File: src/rtl/mag_pkg.sv
// Shared types and elaboration-time helpers for the iterative magnitude unit.
package mag_pkg;

  typedef enum logic [1:0] {
    IDLE = 2'd0,
    CALC = 2'd1,
    DONE = 2'd2
  } state_e;

  function automatic int clog2(input int n);
    int r;
    int v;
    r = 0;
    v = 1;
    while (v < n) begin
      v = v * 2;
      r++;
    end
    return r;
  endfunction

  function automatic int ceil_div2(input int n);
    return (n + 1) / 2;
  endfunction

endpackage

File: src/rtl/mag_sqrt_iter_step.sv
// One restoring square-root digit: folds two radicand bits into the partial
// remainder and decides the next root bit.
module sqrt_step #(
  parameter int R_W = 9
) (
  input  logic [R_W+1:0] rem_i,
  input  logic [R_W-1:0] root_i,
  input  logic [1:0]     bits_i,
  output logic [R_W+1:0] rem_o,
  output logic [R_W-1:0] root_o
);

  logic [R_W+3:0] shifted;
  logic [R_W+3:0] trial;
  logic [R_W+3:0] diff;
  logic           ge;
  logic           unused;

  always_comb begin
    shifted = {rem_i, bits_i};
    trial   = {2'b00, root_i, 2'b01};
    ge      = (shifted >= trial);
    diff    = shifted - trial;
    // Remainder never exceeds 2*root, so the top two bits are always zero.
    rem_o   = ge ? diff[R_W+1:0] : shifted[R_W+1:0];
    root_o  = {root_i[R_W-2:0], ge};
  end

  assign unused = ^{diff[R_W+3:R_W+2], shifted[R_W+3:R_W+2], root_i[R_W-1]};

endmodule

File: src/rtl/mag_sqrt_iter.sv
// Handshaked magnitude unit: sqrt(sqrx + sqry), one root bit per clock,
// optional round-to-nearest on the final result.
module mag_sqrt_iter
  import mag_pkg::*;
#(
  parameter int SQ_W  = 17,
  parameter int OUT_W = 11,
  parameter int ROUND = 0
) (
  input  logic             clk,
  input  logic             rst,
  input  logic [SQ_W-1:0]  sqrx,
  input  logic [SQ_W-1:0]  sqry,
  input  logic             in_valid,
  output logic             in_ready,
  output logic [OUT_W-1:0] magnitude,
  output logic             exact,
  output logic             out_valid,
  input  logic             out_ready
);

  localparam int SUM_W = SQ_W + 1;
  localparam int R_W   = ceil_div2(SUM_W);
  localparam int RAD_W = 2 * R_W;
  localparam int REM_W = R_W + 2;
  localparam int CNT_W = (clog2(R_W) < 1) ? 1 : clog2(R_W);

  if (OUT_W < R_W + ROUND) begin : g_out_w_chk
    $error("mag_sqrt_iter: OUT_W must be at least R_W + ROUND");
  end

  state_e             state_q, state_d;
  logic [RAD_W-1:0]   rad_q, rad_d;
  logic [REM_W-1:0]   rem_q, rem_d;
  logic [R_W-1:0]     root_q, root_d;
  logic [CNT_W-1:0]   cnt_q, cnt_d;
  logic [OUT_W-1:0]   mag_q, mag_d;
  logic               exact_q, exact_d;

  logic [SUM_W-1:0]   sum;
  logic [RAD_W-1:0]   rad_ld;
  logic [REM_W-1:0]   step_rem;
  logic [R_W-1:0]     step_root;
  logic [OUT_W-1:0]   root_ext;
  logic               rnd_up;
  logic               ld;

  sqrt_step #(.R_W(R_W)) u_step (
    .rem_i  (rem_q),
    .root_i (root_q),
    .bits_i (rad_q[RAD_W-1 -: 2]),
    .rem_o  (step_rem),
    .root_o (step_root)
  );

  always_comb begin
    sum                = SUM_W'(sqrx) + SUM_W'(sqry);
    rad_ld             = '0;
    rad_ld[SUM_W-1:0]  = sum;
    root_ext           = '0;
    root_ext[R_W-1:0]  = step_root;
    rnd_up             = (ROUND != 0) && (step_rem > REM_W'(step_root));
  end

  assign ld        = in_valid && ((state_q == IDLE) || ((state_q == DONE) && out_ready));
  assign in_ready  = !rst && ((state_q == IDLE) || ((state_q == DONE) && out_ready));
  assign out_valid = !rst && (state_q == DONE);
  assign magnitude = mag_q;
  assign exact     = exact_q;

  always_comb begin
    state_d = state_q;
    rad_d   = rad_q;
    rem_d   = rem_q;
    root_d  = root_q;
    cnt_d   = cnt_q;
    mag_d   = mag_q;
    exact_d = exact_q;
    case (state_q)
      IDLE: ;
      CALC: begin
        rad_d  = rad_q << 2;
        rem_d  = step_rem;
        root_d = step_root;
        if (cnt_q == '0) begin
          state_d = DONE;
          mag_d   = root_ext + OUT_W'(rnd_up);
          exact_d = (step_rem == '0);
        end else begin
          cnt_d = cnt_q - 1'b1;
        end
      end
      DONE: if (out_ready) state_d = IDLE;
      default: state_d = IDLE;
    endcase
    // A load from DONE overrides the return to IDLE, giving back-to-back issue.
    if (ld) begin
      state_d = CALC;
      rad_d   = rad_ld;
      rem_d   = '0;
      root_d  = '0;
      cnt_d   = CNT_W'(R_W - 1);
    end
  end

  always_ff @(posedge clk) begin
    if (rst) begin
      state_q <= IDLE;
      rad_q   <= '0;
      rem_q   <= '0;
      root_q  <= '0;
      cnt_q   <= '0;
      mag_q   <= '0;
      exact_q <= 1'b0;
    end else begin
      state_q <= state_d;
      rad_q   <= rad_d;
      rem_q   <= rem_d;
      root_q  <= root_d;
      cnt_q   <= cnt_d;
      mag_q   <= mag_d;
      exact_q <= exact_d;
    end
  end

endmodule

File: config.mk
export PLATFORM = sky130hd
export DESIGN_NAME = mag_sqrt_iter
export DESIGN_NICKNAME = d
export VERILOG_FILES = /design/src/rtl/mag_pkg.sv /design/src/rtl/mag_sqrt_iter_step.sv /design/src/rtl/mag_sqrt_iter.sv
export SDC_FILE = /design/constraint.sdc
export NUM_CORES = 1
export LEC_CHECK = 0
export BUFFER_PORTS_ARGS = -buffer_cell sky130_fd_sc_hd__buf_4
export CORE_MARGIN = 2
export CORE_UTILIZATION = 26
export DETAILED_ROUTE_END_ITERATION = 12
export SYNTH_ARGS = -nofsm -noshare
export SYNTH_HDL_FRONTEND = slang
export SYNTH_HIERARCHICAL = 1
export SYNTH_SLANG_ARGS = --single-unit
File: constraint.sdc
create_clock -name clk -period 5.2 [get_ports clk]
set_input_delay 0.78 -clock clk [delete_from_list [all_inputs] [get_ports clk]]
set_output_delay 0.78 -clock clk [all_outputs]
set_load 0.005 [all_outputs]
==> reports/metrics.csv, run 1 <==
stage,metric,value,unit
synth,synthDistinctLibCells,68,
timing,timing.hold.ws,0.4562,ns
routing,routed_wirelength,9.407,mm
global_route,grt_max_degree,40,
setup_path,crit_path_max_fanout,11,
final_layout,seq_area,1081,µm²
placement,place.gp.congestion,0.8676,
synth,synth_ff_type,dfxtp_1,
clocking,cts_root_buffer,clkbuf_16,
power,p_leak,1.722,nW
final_layout,nets,577,
global_route,overflow,0,
timing,final_max_slew_viol_count,0,
setup_path,cp_top_family,simple AND/OR/NAND/NOR gates,
final_layout,drive_gt1_share,16.86,%
routing,wire_per_inst,13.55,µm
setup_path,worst-path-buf-inv,1,
timing,fin_setup_tns,0,ns
power,power_density,315.8,nW/µm²
routing,drt_iter0_drc,140,
global_route,grt_usage,12.06,%
routing,post_drt_via_cell_ratio,4.963,
placement,place_area,4242,µm²
clocking,clk_latency,0.30,ns
setup_path,cpPeakStageDelay,0.49,ns
synth,synth_edf_count,0,
setup_path,path_cells,inv_1 > ha_1 > and3_1 > a41o_1 > a2111oi_4 > and3_4 > mux2_2 > nor4_1 > nand4_1 > a21oi_1,
global_route,antenna_found_initial,0,
floorplan,core_area,14480,µm²
timing,final-hold-violation-count,0,
floorplan,die-area,15710,µm²
global_route,grt_pass1_vias,3453,
synth,syn_area_per_cell,7.894,µm²
run_status,outcome,completed,
routing,drc,0,
clocking,cts_tree,done,
synth,synth_top_area_share,28.24,%
timing,setup_violations,0,
placement,hpwl,6.980,mm
global_route,grt_pass1_wl,16.08,mm
floorplan,rows,44,
final_layout,fillers,1554,
routing,antenna_left,0,
final_layout,design_area,4395,µm²
clocking,clock_path_buffers,2,
timing,grt_setup_unrepaired,false,
routing,vias,3444,
routing,dr.pass1.iters,4,
floorplan,initial_utilization,26.44,%
timing,tightest_slew,1.047,ns
placement,port_buffers,49,
synth,synth_area,3829,µm²
final_layout,synthToLayoutAreaGrowth,14.80,%
job,drv_cap,0,
setup_path,cp-end-kind,flip-flop,
timing,fmax,306.5,MHz
timing,fin_skew,0.006139,ns
synth,netlist_instances,485,
final_layout,antenna-diode-count,0,
worst_hold_path,holdCritPathClass,reg2reg,
clocking,h-tree-depth,2,
clocking,numClockSinks,54,
clocking,postCtsSetupRepairBufs,0,
setup_path,critical_path_required,5.42,ns
synth,yosysTopAreaCell,dfxtp_1,
timing,min_period,3.262,ns
clocking,postCtsResizedCells,0,
floorplan,die_w,125.4,µm
clocking,clkTransAtPathRegs,0.07,ns
synth,async_flop_share,0,%
synth,yosysWarningCount,6,
setup_path,arrival,3.49,ns
clocking,ctsHoldBuffers,0,
synth,synth-seq-cells,54,
floorplan,die_h,125.4,µm
floorplan,io_pins,52,
synth,synthTopCellsByArea,"dfxtp_1 (28%), ha_1 (9.5%), nand2_1 (8.5%), a21oi_1 (7.6%), nor2_1 (3.0%)",
setup_path,slowest_stage,a2111oi_4,
setup_path,path_class,reg2reg,
timing,slew_headroom,30.17,%
synth,synth_seq_area_share,28.24,%
setup_path,worst_setup_path_start_kind,flip-flop,
final_layout,multiInputGateArea,2461,µm²
clocking,numCtsBuffers,5,
power,ir_drop,162.1,µV
timing,min_period_over_period,62.73,%
-- final timing paths --
| path | startpoint | end | slack, ns | depth (start not counted) |
|---|---|---|---|---|
| worst max-delay path | root_q[7]$_SDFFE_PP0P_ | exact$_SDFFE_PP0P_ | 1.94 | 10 |
| worst min-delay path | magnitude[7]$_SDFFE_PP0P_ | magnitude[7]$_SDFFE_PP0P_ | 0.46 | 2 |
| worst max register to register | root_q[7]$_SDFFE_PP0P_ | exact$_SDFFE_PP0P_ | 1.94 | 10 |
| worst min register to register | magnitude[7]$_SDFFE_PP0P_ | magnitude[7]$_SDFFE_PP0P_ | 0.46 | 2 |
-- state kept, by name (all words and copies together), names as in the netlist --
| register | flops |
|---|---|
| state_q | 2 |
| cnt_q | 4 |
| rad_q | 18 |
| exact | 1 |
| root_q | 9 |
| magnitude | 9 |
| rem_q | 11 |
-- kinds of logic (layout without fill, tap and decap cells) --
group / after synthesis / count (layout) / synth area share (%)
adder cells (fa/ha/maj): 30 / 30 / 10.00
AO/OA/AOI/OAI: 140 / 140 / 25.07
XOR/XNOR: 17 / 17 / 3.889
buffers and inverters: 58 / 82 / 7.712
flip-flops: 54 / 54 / 28.24
AND/OR/NAND/NOR: 174 / 174 / 21.44
other: 1 / 2 / 0.09795
multiplexers: 11 / 11 / 3.562
-- metrics by stage --
step	setup slack [ns]	std cells	util, %	total power [mW]
floorplan	2.357	486	-	0.9530
detailed placement	1.997	686	29.29	1.044
CTS	1.940	694	30.36	1.395
finish	1.938	694	30.36	1.388
global placement	2.153	686	29.29	1.037
global route	1.776	694	30.36	1.475
-- per-layer routing --
layer / routed length, µm / up-vias / GRT usage (%)
met3: 398 / 9 / 2.054
met4: 120 / 0 / 3.399
li1: - / 1765 / -
met1: 4523 / 1593 / 16.12
met5: 0 / - / 0
met2: 4364 / 77 / 20.04
-- layout make-up --
| cell class | instances | share of cell area, % |
|---|---|---|
| Tap cell | 184 | 5.238 |
| Multi-Input combinational cell | 374 | 55.99 |
| Clock inverter | 3 | 0.6547 |
| Timing Repair Buffer | 51 | 8.710 |
| Clock buffer | 5 | 2.847 |
| Sequential cell | 54 | 24.59 |
| Inverter | 23 | 1.964 |
-- power by group --
part | total [mW] | switching, mW | internal (mW)
registers | 0.465 | 0.0224 | 0.442
clock network | 0.349 | 0.165 | 0.184
logic | 0.575 | 0.310 | 0.265
-- worst reg2reg max path, delay by kind of cell (launching register included) --
family | cells | cell delay [ns]
adder cells (fa/ha/maj) | 1 | 0.38
multiplexers | 1 | 0.38
buffers and inverters | 1 | 0.06
AO/OA/AOI/OAI | 3 | 0.94
AND/OR/NAND/NOR | 4 | 1.06
flip-flops | 1 | 0.38
-- cell usage in the layout (no fill, tap or decap), drive strengths merged, types with 3 or more instances in the layout --
cell type,instances
a31oi,5
inv,24
nand2b,11
a2111oi,5
nor3,8
nor2b,5
a311oi,8
xor2,6
mux2,6
a221oi,5
and3,5
xnor2,11
o211ai,5
buf,51
a211oi,5
ha,29
clkbuf,5
nor2,31
a21o,11
o21ai,14
nor3b,3
a21oi,61
nand4,5
mux2i,5
dfxtp,54
nand3,8
nand2,87
-- cells in the mapped netlist (all sizes together), types with 8 or more instances --
cell and n:
a21o 11, a21oi 61, a311oi 8, buf 24
clkbuf 11, dfxtp 54, ha 29, inv 23
nand2 87, nand2b 11, nand3 8, nor2 31
nor3 8, o21ai 14, xnor2 11
Power figures use the tool's default switching activity.
==> run 2: changes to the inputs <==
Clock period 5.2 ns to 3.2 ns, I/O delays scaled along.
==> run 2 against run 1 <==
Worst hold slack about the same. Register-to-register slack worse by 1.8 ns. First-iteration DRC count grew 49%. Clock-buffer cell count is the same. Power is 71% higher. Sequential power rose by 62%. Largest power group unchanged. Highest routed layer unchanged.
==> reports/metrics.csv, run 2 (same netlist as run 1, synthesis figures left out) <==
stage,metric,value,unit,change
job,drv_cap,0,,unchanged
global_route,grt_pass1_vias,3544,,was 3453
final_layout,nets,586,,was 577
clocking,numCtsBuffers,5,,unchanged
timing,final_max_slew_viol_count,0,,unchanged
clocking,h-tree-depth,2,,unchanged
final_layout,synthToLayoutAreaGrowth,16.90,%,was 14.80%
clocking,cts_root_buffer,clkbuf_16,,unchanged
floorplan,core_area,14480,µm²,unchanged
setup_path,worst_setup_path_start_kind,flip-flop,,unchanged
global_route,antenna_found_initial,0,,unchanged
timing,grt_setup_unrepaired,false,,unchanged
global_route,grt_max_degree,35,,was 40
routing,post_drt_via_cell_ratio,5.102,,was 4.963
routing,dr.pass1.iters,5,,was 4
setup_path,cpPeakStageDelay,0.37,ns,was 0.49 ns
setup_path,slowest_stage,dfxtp_1,,was a2111oi_4
final_layout,fillers,1548,,was 1554
setup_path,cp-end-kind,flip-flop,,unchanged
global_route,overflow,0,,unchanged
clocking,clk_latency,0.29,ns,was 0.30 ns
final_layout,regMostFlops,rad_q,,unchanged
floorplan,die_h,125.4,µm,unchanged
timing,final-hold-violation-count,0,,unchanged
placement,port_buffers,49,,unchanged
clocking,numClockSinks,54,,unchanged
setup_path,worst-path-buf-inv,2,,was 1
setup_path,path_class,reg2reg,,unchanged
clocking,clock_path_buffers,2,,unchanged
final_layout,drive_gt1_share,18.11,%,was 16.86%
floorplan,rows,44,,unchanged
final_layout,layout_commonest_cell,nand2_1,,unchanged
final_layout,layout_common_cells,"nand2_1 (87), buf_4 (60), a21oi_1 (58), dfxtp_1 (54), nor2_1 (31)",,"was nand2_1 (87), a21oi_1 (58), dfxtp_1 (54), buf_4 (51), nor2_1 (31)"
clocking,cts_tree,done,,unchanged
final_layout,utilization,30.91,%,was 30.36%
power,power_density,531.8,nW/µm²,was 315.8 nW/µm²
routing,drt_iter0_drc,209,,was 140
clocking,clkTransAtPathRegs,0.07,ns,about the same
timing,setup_violations,0,,unchanged
global_route,grt_usage,12.56,%,was 12.06%
power,p_leak,1.771,nW,was 1.722 nW
setup_path,cp_top_family,simple AND/OR/NAND/NOR gates,,unchanged
floorplan,initial_utilization,26.44,%,unchanged
routing,drc,0,,unchanged
setup_path,crit_path_max_fanout,8,,was 11
timing,min_period,3.059,ns,was 3.262 ns
timing,fin_skew,0.003707,ns,was 0.006139 ns
timing,tightest_slew,0.7926,ns,was 1.047 ns
placement,hpwl,7.305,mm,was 6.980 mm
setup_path,arrival,3.28,ns,was 3.49 ns
clocking,ctsHoldBuffers,0,,unchanged
setup_path,critical_path_required,3.42,ns,was 5.42 ns
global_route,grt_pass1_wl,16.76,mm,was 16.08 mm
timing,slew_headroom,46.87,%,was 30.17%
routing,vias,3587,,was 3444
floorplan,die-area,15710,µm²,unchanged
worst_hold_path,holdCritPathClass,reg2reg,,unchanged
floorplan,die_w,125.4,µm,unchanged
routing,wire_per_inst,13.85,µm,was 13.55 µm
power,ir_drop,233.7,µV,was 162.1 µV
timing,fmax,326.9,MHz,was 306.5 MHz
final_layout,reg_top3,"rad_q x18, rem_q x11",,unchanged
setup_path,worst-r2r-setup-slack,0.14,ns,was 1.94 ns
placement,place.gp.congestion,0.8534,,was 0.8676
timing,fin_setup_tns,0,ns,unchanged
setup_path,critical_path_depth,11,,was 10
floorplan,io_pins,52,,unchanged
final_layout,antenna-diode-count,0,,unchanged
setup_path,path_cells,inv_1 > ha_1 > and4_4 > a41o_1 > a2111oi_4 > and3_4 > buf_4 > mux2_4 > nor3_1 > nand4_1 > a21oi_1,,was inv_1 > ha_1 > and3_1 > a41o_1 > a2111oi_4 > and3_4 > mux2_2 > nor4_1 > nand4_1 > a21oi_1
final_layout,largest_reg_flops,18,,unchanged
routing,routed_wirelength,9.734,mm,was 9.407 mm
run_status,outcome,completed,,unchanged
worst_hold_path,min_path_cells,2,,unchanged
timing,min_period_over_period,95.59,%,was 62.73%
setup_path,ff2ff_path_depth,11,,was 10
routing,antenna_left,0,,unchanged
[run 2: cell count changes in the layout (fill, tap and decap cells not counted), sizes merged]
| cell | change |
|---|---|
| clkinv | -1 |
| bufinv | +1 |
| buf | +9 |
[run 2: repair_timing]
action,in CTS,in global routing
endpoints found under the setup margin,0,1
gates resized for setup,0,0
buffers inserted,0,2
[run 2: layout make-up]
type | count | area, µm² | area share (%)
Sequential cell | 54 | 1081 | 24.15
Tap cell | 184 | 230.2 | 5.144
Inverter | 23 | 86.33 | 1.929
Clock buffer | 5 | 125.1 | 2.796
Clock inverter | 3 | 43.79 | 0.9785
Multi-Input combinational cell | 374 | 2459 | 54.93
Timing Repair Buffer | 60 | 450.4 | 10.06
[run 2: tightest hold or removal path, cell delays in order (launching register included)]
cell and delay, ns:
dfxtp_1 0.31, nand2_1 0.05, a21oi_1 0.05
[run 2: worst paths after layout]
path	to	startpoint
min reg2reg	magnitude[3]$_SDFFE_PP0P_	magnitude[3]$_SDFFE_PP0P_
max	exact$_SDFFE_PP0P_	root_q[6]$_SDFFE_PP0P_
max reg2reg	exact$_SDFFE_PP0P_	root_q[6]$_SDFFE_PP0P_
min	magnitude[3]$_SDFFE_PP0P_	magnitude[3]$_SDFFE_PP0P_
[run 2: metrics by stage]
stage,hold slack [ns],power (mW),instance area [µm²],instances,setup WS [ns]
CTS,0.4597,2.352,4461,701,0.1477
detailed placement,0.4498,1.723,4292,693,0.1796
global placement,0.4445,1.704,4292,693,0.2630
global route,0.4808,2.521,4476,703,0.0005922
finish,0.4563,2.380,4476,703,0.1411
floorplan,0.4363,1.549,3832,486,0.3567
[run 2: metal layers]
layer | share of wire (%) | vias to the layer above | GRT usage (%) | wire [µm]
li1 | - | 1777 | - | -
met1 | 46 | 1706 | 16.58 | 4466
met5 | 0 | - | 0 | 0
met4 | 1.0 | 0 | 2.549 | 97
met2 | 48 | 95 | 21.71 | 4712
met3 | 4.7 | 9 | 2.054 | 457
[run 2: power breakdown]
group	internal (mW)	switching, mW	leakage [nW]
sequential	0.719	0.0363	0.440
combinational	0.480	0.519	1.25
clock	0.371	0.254	0.0842
==> run 3: changes to the inputs <==
Settings changed: CORE_MARGIN 2 to 3, CTS_CLUSTER_DIAMETER from default to 150.
==> run 3 against run 2 <==
Via count fell by 1.9%. Critical path depth fell by 1. Power rose by 3.0%. Clock power rose by 5.6%. Register-to-register slack improved by 0.03 ns. Worst hold slack got worse by 0.0027 ns. Non-clock buffer count did not move. Final area rose by 0.39%.
==> reports/metrics.csv, run 3 (same netlist as run 1, synthesis figures left out) <==
stage,metric,value,unit,change
final_layout,layout_common_cells,"nand2_1 (87), buf_4 (60), a21oi_1 (58), dfxtp_1 (54), nor2_1 (31)",,unchanged
setup_path,arrival,3.25,ns,was 3.28 ns
run_status,outcome,completed,,unchanged
job,drv_cap,0,,unchanged
setup_path,r2r_end,exact$_SDFFE_PP0P_,,unchanged
routing,dr.pass1.iters,4,,was 5
placement,port_buffers,49,,unchanged
setup_path,cp-end-kind,flip-flop,,unchanged
routing,antenna_left,0,,unchanged
timing,final_max_slew_viol_count,0,,unchanged
setup_path,crit_path_end,exact$_SDFFE_PP0P_,,unchanged
timing,final-hold-violation-count,0,,unchanged
power,power_density,545.5,nW/µm²,was 531.8 nW/µm²
setup_path,critPathLaunch,root_q[6]$_SDFFE_PP0P_,,unchanged
clocking,numCtsBuffers,5,,unchanged
timing,fmax,330.5,MHz,was 326.9 MHz
setup_path,critical_path_required,3.42,ns,about the same
clocking,cts_root_buffer,clkbuf_16,,unchanged
final_layout,fin_cells,700,,was 703
global_route,grt_max_degree,35,,unchanged
clocking,ctsHoldBuffers,0,,unchanged
timing,setup_violations,0,,unchanged
final_layout,regMostFlops,rad_q,,unchanged
timing,grt_setup_unrepaired,false,,unchanged
setup_path,path_class,reg2reg,,unchanged
placement,dp_cells,688,,was 693
routing,post_drt_via_cell_ratio,5.026,,was 5.102
placement,place_ws,0.1204,ns,was 0.1796 ns
placement,place_area,4279,µm²,was 4292 µm²
final_layout,design_area,4493,µm²,was 4476 µm²
timing,fin_skew,0.005943,ns,was 0.003707 ns
final_layout,synthToLayoutAreaGrowth,17.35,%,was 16.90%
routing,wire_per_inst,14.08,µm,was 13.85 µm
global_route,grt_pass1_wl,16.19,mm,was 16.76 mm
power,p_clk_share,27.0,%,was 26.3%
clocking,clk_latency,0.30,ns,was 0.29 ns
final_layout,reg_top3,"rad_q x18, rem_q x11",,unchanged
global_route,antenna_found_initial,0,,unchanged
clocking,h-tree-depth,2,,unchanged
power,p_leak,1.779,nW,was 1.771 nW
timing,slew_headroom,48.38,%,was 46.87%
power,p_int,1.604,mW,was 1.570 mW
final_layout,antenna-diode-count,0,,unchanged
timing,timing.hold.ws,0.4536,ns,was 0.4563 ns
power,switchingPower,0.8467,mW,was 0.8098 mW
power,p_comb_share,42.2,%,was 42.0%
power,p_seq_share,30.8,%,was 31.7%
floorplan,core_area,14150,µm²,was 14480 µm²
clocking,clkTransAtPathRegs,0.07,ns,about the same
final_layout,nets,587,,was 586
setup_path,ff2ff_path_depth,10,,was 11
final_layout,largest_reg_flops,18,,unchanged
floorplan,die_h,127.4,µm,was 125.4 µm
routing,drc,0,,unchanged
final_layout,fillers,1503,,was 1548
clocking,cts_tree,done,,unchanged
setup_path,worst_setup_path_start_kind,flip-flop,,unchanged
final_layout,layout_commonest_cell,nand2_1,,unchanged
global_route,grt_pass1_vias,3477,,was 3544
timing,fin_setup_tns,0,ns,unchanged
setup_path,worst-r2r-setup-slack,0.17,ns,was 0.14 ns
setup_path,crit_path_max_fanout,7,,was 8
floorplan,die-area,16220,µm²,was 15710 µm²
floorplan,rows,43,,was 44
final_layout,drive_gt1_share,18.46,%,was 18.11%
timing,min_period_over_period,94.55,%,was 95.59%
routing,vias,3518,,was 3587
timing,tightest_slew,0.7701,ns,was 0.7926 ns
routing,routed_wirelength,9.853,mm,was 9.734 mm
placement,place.gp.congestion,0.8760,,was 0.8534
floorplan,initial_utilization,27.06,%,was 26.44%
setup_path,r2r-start,root_q[6]$_SDFFE_PP0P_,,unchanged
routing,drt_iter0_drc,247,,was 209
global_route,grt_usage,11.98,%,was 12.56%
clocking,clock_path_buffers,2,,unchanged
power,ir_drop,227.4,µV,was 233.7 µV
floorplan,die_w,127.4,µm,was 125.4 µm
placement,hpwl,7.282,mm,was 7.305 mm
power,power_switching_share,34.55,%,was 34.02%
worst_hold_path,holdCritPathClass,reg2reg,,unchanged
global_route,overflow,0,,unchanged
floorplan,io_pins,52,,unchanged
timing,min_period,3.026,ns,was 3.059 ns
timing,layout_setup_ws,0.1743,ns,was 0.1411 ns
clocking,numClockSinks,54,,unchanged
==> run 3: cell types whose count changed in the layout (fill, tap and decap cells not counted), sizes merged <==
| cell | change |
|---|---|
| clkinv | -1 |
| clkbuf | +1 |
| and3 | +1 |
==> run 3: cell type report <==
type | instances | area, µm² | area share, %
Multi-Input combinational cell | 375 | 2472 | 55.03
Sequential cell | 54 | 1081 | 24.06
Timing Repair Buffer | 60 | 450.4 | 10.03
Tap cell | 180 | 225.2 | 5.013
Clock buffer | 6 | 138.9 | 3.091
Inverter | 23 | 86.33 | 1.921
Clock inverter | 2 | 38.79 | 0.8633
==> run 3: metrics by stage <==
| stage | utilization [%] | total power, mW |
|---|---|---|
| 6_report | 31.75 | 2.451 |
| 5_1_grt | 31.75 | 2.581 |
| 4_1_cts | 31.50 | 2.379 |
| 3_5_place_dp | 30.24 | 1.716 |
| 3_3_place_gp | 30.24 | 1.708 |
| 2_1_floorplan | - | 1.549 |
==> run 3: power by group through the flow <==
stage | combinational, mW | sequential, mW | clock (mW)
final | 1.04 | 0.755 | 0.661
after global routing | 1.12 | 0.762 | 0.695
after CTS | 0.951 | 0.755 | 0.672
after detailed placement | 0.945 | 0.771 | 0
after global placement | 0.941 | 0.767 | 0
after floorplan | 0.790 | 0.759 | 0
==> run 3: what timing repair did <==
action,4_1_cts,5_1_grt
resized for setup,0,1
setup buffers,0,3
endpoints found under the setup margin,0,1
==> run 3: worst max-delay path, stage by stage, from the launching register on <==
cell and delay (ns):
dfxtp_1 0.38, inv_1 0.06, ha_1 0.37, and4_4 0.25, a41o_1 0.25, a2111oi_4 0.40, and3_4 0.30, mux2_4 0.32
nor3_1 0.29, nand4_1 0.14, a21oi_1 0.20
==> run 3: layer usage <==
metal	global-route usage [%]	vias to the layer above	share of wire (%)
li1	-	1788	-
met1	15.81	1639	47
met2	19.91	77	47
met3	2.132	14	4.4
met4	3.722	0	1.5
met5	0	-	0
==> run 3: worst min-delay path by stage <==
stage | startpoint | to | slack [ns] | cells past startpoint
2_1_floorplan | root_q[8]$_SDFFE_PP0P_ | root_q[8]$_SDFFE_PP0P_ | 0.44 | 2
3_3_place_gp | magnitude[7]$_SDFFE_PP0P_ | magnitude[7]$_SDFFE_PP0P_ | 0.45 | 2
3_5_place_dp | magnitude[6]$_SDFFE_PP0P_ | magnitude[6]$_SDFFE_PP0P_ | 0.45 | 2
4_1_cts | magnitude[6]$_SDFFE_PP0P_ | magnitude[6]$_SDFFE_PP0P_ | 0.46 | 2
5_1_grt | magnitude[1]$_SDFFE_PP0P_ | magnitude[1]$_SDFFE_PP0P_ | 0.48 | 2
6_report | magnitude[6]$_SDFFE_PP0P_ | magnitude[6]$_SDFFE_PP0P_ | 0.45 | 2
